**src/rtl/fifo_stream_reader.sv**
```systemverilog
// Read-side master for a synchronous FIFO with 1-cycle read latency, re-presenting
// the words as a valid/ready stream through a 2-entry skid buffer.
module fifo_stream_reader #(
  parameter int WIDTH       = 1,
  parameter int COUNT_WIDTH = 16
) (
  input  logic                   i_clk,
  input  logic                   i_rst,
  output logic                   o_fifo_ren,
  input  logic [WIDTH-1:0]       i_fifo_rdata,
  input  logic                   i_fifo_empty,
  input  logic                   i_enable,
  output logic                   o_valid,
  output logic [WIDTH-1:0]       o_data,
  input  logic                   i_ready,
  output logic [COUNT_WIDTH-1:0] o_count,
  output logic                   o_idle
);

  typedef enum logic [1:0] {EMPTY = 2'd0, ONE = 2'd1, TWO = 2'd2} occ_e;

  occ_e                   state_q, state_d;
  logic                   inf_q, inf_d;
  logic [WIDTH-1:0]       head_q, head_d;
  logic [WIDTH-1:0]       tail_q, tail_d;
  logic [COUNT_WIDTH-1:0] count_q, count_d;
  logic [1:0]             occ_s;
  logic [1:0]             level_s;
  logic                   pop_s;
  logic                   ren_s;

  // State register: occupancy, in-flight flag, buffer entries and delivery counter.
  always_ff @(posedge i_clk or negedge i_rst) begin
    if (!i_rst) begin
      state_q <= EMPTY;
      inf_q   <= 1'b0;
      head_q  <= {WIDTH{1'b0}};
      tail_q  <= {WIDTH{1'b0}};
      count_q <= {COUNT_WIDTH{1'b0}};
    end else begin
      state_q <= state_d;
      inf_q   <= inf_d;
      head_q  <= head_d;
      tail_q  <= tail_d;
      count_q <= count_d;
    end
  end

  // Occupancy after this edge; ren may only fire while that stays below two.
  assign occ_s   = state_q;
  assign pop_s   = (state_q != EMPTY) && i_ready;
  assign level_s = occ_s + {1'b0, inf_q} - {1'b0, pop_s};
  assign ren_s   = i_rst && i_enable && !i_fifo_empty && (level_s < 2'd2);

  // Next-state: pop advances the head, an arriving word is appended behind it.
  always_comb begin
    head_d  = head_q;
    tail_d  = tail_q;
    inf_d   = ren_s;
    count_d = pop_s ? (count_q + {{(COUNT_WIDTH-1){1'b0}}, 1'b1}) : count_q;
    case ({pop_s, inf_q})
      2'b01: begin
        if (state_q == EMPTY) begin
          head_d = i_fifo_rdata;
        end else begin
          tail_d = i_fifo_rdata;
        end
      end
      2'b10: begin
        if (state_q == TWO) begin
          head_d = tail_q;
        end else begin
          head_d = head_q;
        end
      end
      2'b11: begin
        if (state_q == TWO) begin
          head_d = tail_q;
          tail_d = i_fifo_rdata;
        end else begin
          head_d = i_fifo_rdata;
        end
      end
      default: begin
        head_d = head_q;
      end
    endcase
    case (level_s)
      2'd0:    state_d = EMPTY;
      2'd1:    state_d = ONE;
      default: state_d = TWO;
    endcase
  end

  // Outputs decoded from registered state; only ren is combinational.
  always_comb begin
    o_fifo_ren = ren_s;
    o_valid    = (state_q != EMPTY);
    o_data     = head_q;
    o_count    = count_q;
    o_idle     = (state_q == EMPTY) && !inf_q;
  end

  fifo_stream_reader_chk u_chk (
    .i_clk  (i_clk),
    .i_rst  (i_rst),
    .inf_i  (inf_q),
    .occ_i  (occ_s),
    .pop_i  (pop_s)
  );

endmodule

// Checker: an arrival into a full buffer without a simultaneous pop would lose data.
module fifo_stream_reader_chk (
  input logic       i_clk,
  input logic       i_rst,
  input logic       inf_i,
  input logic [1:0] occ_i,
  input logic       pop_i
);

  // Overflow check sampled on every active edge outside reset.
  always @(posedge i_clk) begin
    if (i_rst) begin
      assert (!(inf_i && (occ_i == 2'd2) && !pop_i))
        else $error("buffer overflow: arrival with occ=2 and no pop");
    end
  end

endmodule

```
**config.mk**
```make
export PLATFORM = sky130hd
export DESIGN_NAME = fifo_stream_reader
export DESIGN_NICKNAME = d
export VERILOG_FILES = /design/src/rtl/fifo_stream_reader.sv
export SDC_FILE = /design/constraint.sdc
export NUM_CORES = 1
export LEC_CHECK = 0
export CAP_MARGIN = 20
export CORE_UTILIZATION = 42
export CTS_CLUSTER_DIAMETER = 40
export DETAILED_ROUTE_END_ITERATION = 7
export GPL_TIMING_DRIVEN = 1
export PLACE_DENSITY = 0.71
export SLEW_MARGIN = 0
export SYNTH_ARGS = -nofsm -noshare
export SYNTH_HDL_FRONTEND = slang
export SYNTH_SLANG_ARGS = --single-unit
```
**constraint.sdc**
```tcl
create_clock -name i_clk -period 4.4 [get_ports i_clk]
set_input_delay 0.88 -clock i_clk [delete_from_list [all_inputs] [get_ports i_clk]]
set_output_delay 0.88 -clock i_clk [all_outputs]
set_load 0.005 [all_outputs]
```
==> metrics <==
post-synth cell types 23; critical-path maximum fanout 7; Die Footprint 0.00255 mm²; pwr/cell area approximately 360 mW/mm²; Root Buffer Master sky130_fd_sc_hd__clkbuf_4; fillers between 200 and 250; Final Util 0.592; library cell contributing the largest single delay on the critical path sky130_fd_sc_hd__clkdlybuf4s50_1; status complete, no violations; final hold violation count 0; Leakage approximately 0.60 nW; number of standard cells after synthesis 86; via count of the first global-routing pass ~700; fraction of the cycle the final worst path needs 0.887; average instance area after synthesis approximately 11 µm²; crit path capture type output pin; CTS resizes 0; die width slightly above 50 µm; clock network latency to the later pin of the worst-skew pair between 0.2 and 0.3 ns; most frequent standard cell in the layout excluding fill and tap cells sky130_fd_sc_hd__clkdlybuf4s50_1; leftover overflow at the end of global routing 0; worst voltage drop across the vdd grid between 200 and 300 µV; count of yosys warnings during synthesis 0; number of detailed-routing iterations run before antenna repair 4; largest net degree at the start of global routing 22; DRC violation count after routing 0; placeable core area ~0.0022 mm²; WL per Instance around 12 µm; gr usage total 0.158; CTS clk-pin slew, worst paths 0.11 ns; maximum buffer depth of the clock tree 2; Sinks on Clock Net 21; post-route setup TNS 0 ns; most common cell type on the critical path sky130_fd_sc_hd__clkdlybuf4s50_1; commonest cells after routing, fill and taps aside sky130_fd_sc_hd__clkdlybuf4s50_1 (25), sky130_fd_sc_hd__dfrtp_1 (21), sky130_fd_sc_hd__xnor2_1 (12); antenna fix cells 0; final setup violation count 0; synthesized area 988 µm²; highest attainable clock frequency 256 MHz; global-route wire length before repair between 3000 and 4000 µm; Post-CTS Setup Bufs 0; cell-internal power approximately 0.00033 W; proportion of layout cells with a drive suffix above 1 0.0948; CP max stage delay between 0.6 and 0.7 ns; Post-Synthesis Net Count between 90 and 100; combinational cell fraction of total power 0.265; slew of the pin with the lowest slew margin ~0.29 ns; layout net count roughly 130; worst setup path class primary input to output pin; total wire length after detailed routing 1730 µm; initial antenna violation count 0; buffers added on ports 25; worst path required time 3.52 ns; Critical Path Source Type primary input; register share of total power 0.547; number of CTS-inserted buffers 3; clk_skew 0.00359 ns; RSZ-0062 raised after global routing no; Area Growth Syn to Fin 32.4%; Cell Chain, Critical Path clkdlybuf4s50_1, and2b_1, a21o_1, ha_1, xnor2_1, nor3_1, clkdlybuf4s50_1; initial core utilization 0.447; DRT antenna net count 0; DP HPWL between 1000 and 1500 µm; flops & latches, synth 21; CTS tree yes; count of maximum capacitance violations 0; max-slew violation total from the final report 0; sequential cell area fraction in the yosys report 0.532; switching part of the total power 0.291; class of the tightest hold or removal check register to register; arrival time of the worst setup path a little over 3 ns; switching power total about 0.00014 W; final RePlAce weighted congestion 0.789; hold-fix buffers at CTS 0; vias per std cell between 4 and 5; worst slew margin relative to its limit 0.803; Std-Cell Rows 17; chip height 50.5 µm; min cycle time layout just under 4 ns; total via count after detailed routing approximately 700; portion of total power attributed to the clock network 0.188; drt first-iter violations 10; I/O pin total 26; number of H-tree levels 1
[cell families after synthesis]
family / count (synthesis) / synth area share
XOR/XNOR: 16 / 0.142
AO/OA/AOI/OAI: 7 / 0.0608
adder cells (fa/ha/maj): 2 / 0.0253
flip-flops: 21 / 0.532
multiplexers: 2 / 0.0228
buffers and inverters: 4 / 0.0152
AND/OR/NAND/NOR: 34 / 0.203
[final timing paths]
check                       startpoint           to  slack (ns)  depth (start not counted)
setup / recovery               i_ready   o_fifo_ren        0.50                          7
hold / removal             o_count[14]  o_count[14]        0.50                          1
setup reg to reg              occ_s[0]        inf_q        2.90                          5
hold reg to reg            o_count[14]  o_count[14]        0.50                          1
max in group asynchronous        i_rst     occ_s[0]        3.16                          2
min in group asynchronous        i_rst   o_count[9]        1.02                          2
[cell usage after synthesis]
| master | number | share of area |
|---|---|---|
| sky130_fd_sc_hd__o211ai_4 | 1 | 0.022 |
| sky130_fd_sc_hd__nor4_4 | 2 | 0.043 |
| sky130_fd_sc_hd__xor2_1 | 4 | 0.035 |
| sky130_fd_sc_hd__nor2_1 | 7 | 0.027 |
| sky130_fd_sc_hd__nand2_1 | 10 | 0.038 |
| sky130_fd_sc_hd__ha_1 | 2 | 0.025 |
| sky130_fd_sc_hd__nand4_1 | 2 | 0.013 |
| sky130_fd_sc_hd__nand4_2 | 1 | 0.013 |
| sky130_fd_sc_hd__a21o_1 | 1 | 0.0076 |
| sky130_fd_sc_hd__o211ai_1 | 1 | 0.0076 |
| sky130_fd_sc_hd__and4_1 | 1 | 0.0089 |
| sky130_fd_sc_hd__a32oi_1 | 1 | 0.0089 |
| sky130_fd_sc_hd__nand3_1 | 7 | 0.035 |
| sky130_fd_sc_hd__nor3_1 | 1 | 0.0051 |
| sky130_fd_sc_hd__o21ai_0 | 1 | 0.0051 |
| sky130_fd_sc_hd__and2b_1 | 1 | 0.0076 |
| sky130_fd_sc_hd__o21ai_1 | 2 | 0.010 |
| sky130_fd_sc_hd__or2_1 | 1 | 0.0063 |
| sky130_fd_sc_hd__dfrtp_1 | 21 | 0.53 |
| sky130_fd_sc_hd__xnor2_1 | 12 | 0.11 |
| sky130_fd_sc_hd__inv_1 | 4 | 0.015 |
| sky130_fd_sc_hd__mux2_2 | 2 | 0.023 |
| sky130_fd_sc_hd__nor2b_1 | 1 | 0.0063 |
[power by group through the flow]
stage                      logic, W  registers (W)  clock network [W]
final                      0.000124       0.000257          0.0000884
after global routing       0.000138       0.000261           0.000102
after CTS                  0.000126       0.000257          0.0000940
after detailed placement   0.000125       0.000260                  0
after global placement     0.000123       0.000258                  0
after floorplan           0.0000514       0.000257                  0
[metrics by stage]
stage | setup slack (ns) | std cells | power (W) | cell area, µm² | hold WS, ns
3_3_place_gp | 0.548 | 140 | 0.000381 | 1280 | 0.461
3_5_place_dp | 0.503 | 140 | 0.000385 | 1280 | 0.490
5_1_grt | 0.348 | 144 | 0.000501 | 1310 | 0.518
4_1_cts | 0.485 | 144 | 0.000477 | 1310 | 0.511
2_1_floorplan | 1.76 | 86 | 0.000308 | 988 | 0.468
6_report | 0.497 | 144 | 0.000469 | 1310 | 0.503
[sequential cells by signal, indices dropped and copies added, names as in the netlist]
name     cells
o_count     16
o_data       1
tail_q       1
inf_q        1
occ_s        2
[area by class of cell]
class                           count  area (µm²)  share of cell area
Timing Repair Buffer               26         258               0.197
Multi-Input combinational cell     61         448               0.342
Clock buffer                        3        22.5              0.0172
Clock inverter                      1        5.00             0.00382
Inverter                            4        15.0              0.0115
Sequential cell                    21         526               0.402
Tap cell                           28        35.0              0.0268
[worst max-delay path, delay by kind of cell]
family,cells,cell delay (ns)
AND/OR/NAND/NOR,2,0.47
XOR/XNOR,1,0.16
buffers and inverters,2,1.18
AO/OA/AOI/OAI,1,0.15
adder cells (fa/ha/maj),1,0.18
[metal layers]
metal,share of wire,routed length [µm],GRT usage,vias to the layer above
met3,0.041,71,0.0303,2
met1,0.50,865,0.224,331
met2,0.45,783,0.240,19
li1,-,-,-,352
met4,0.0052,9,0.0556,0
met5,0,0,0,-
No activity file was read; power rests on OpenSTA's default activity.
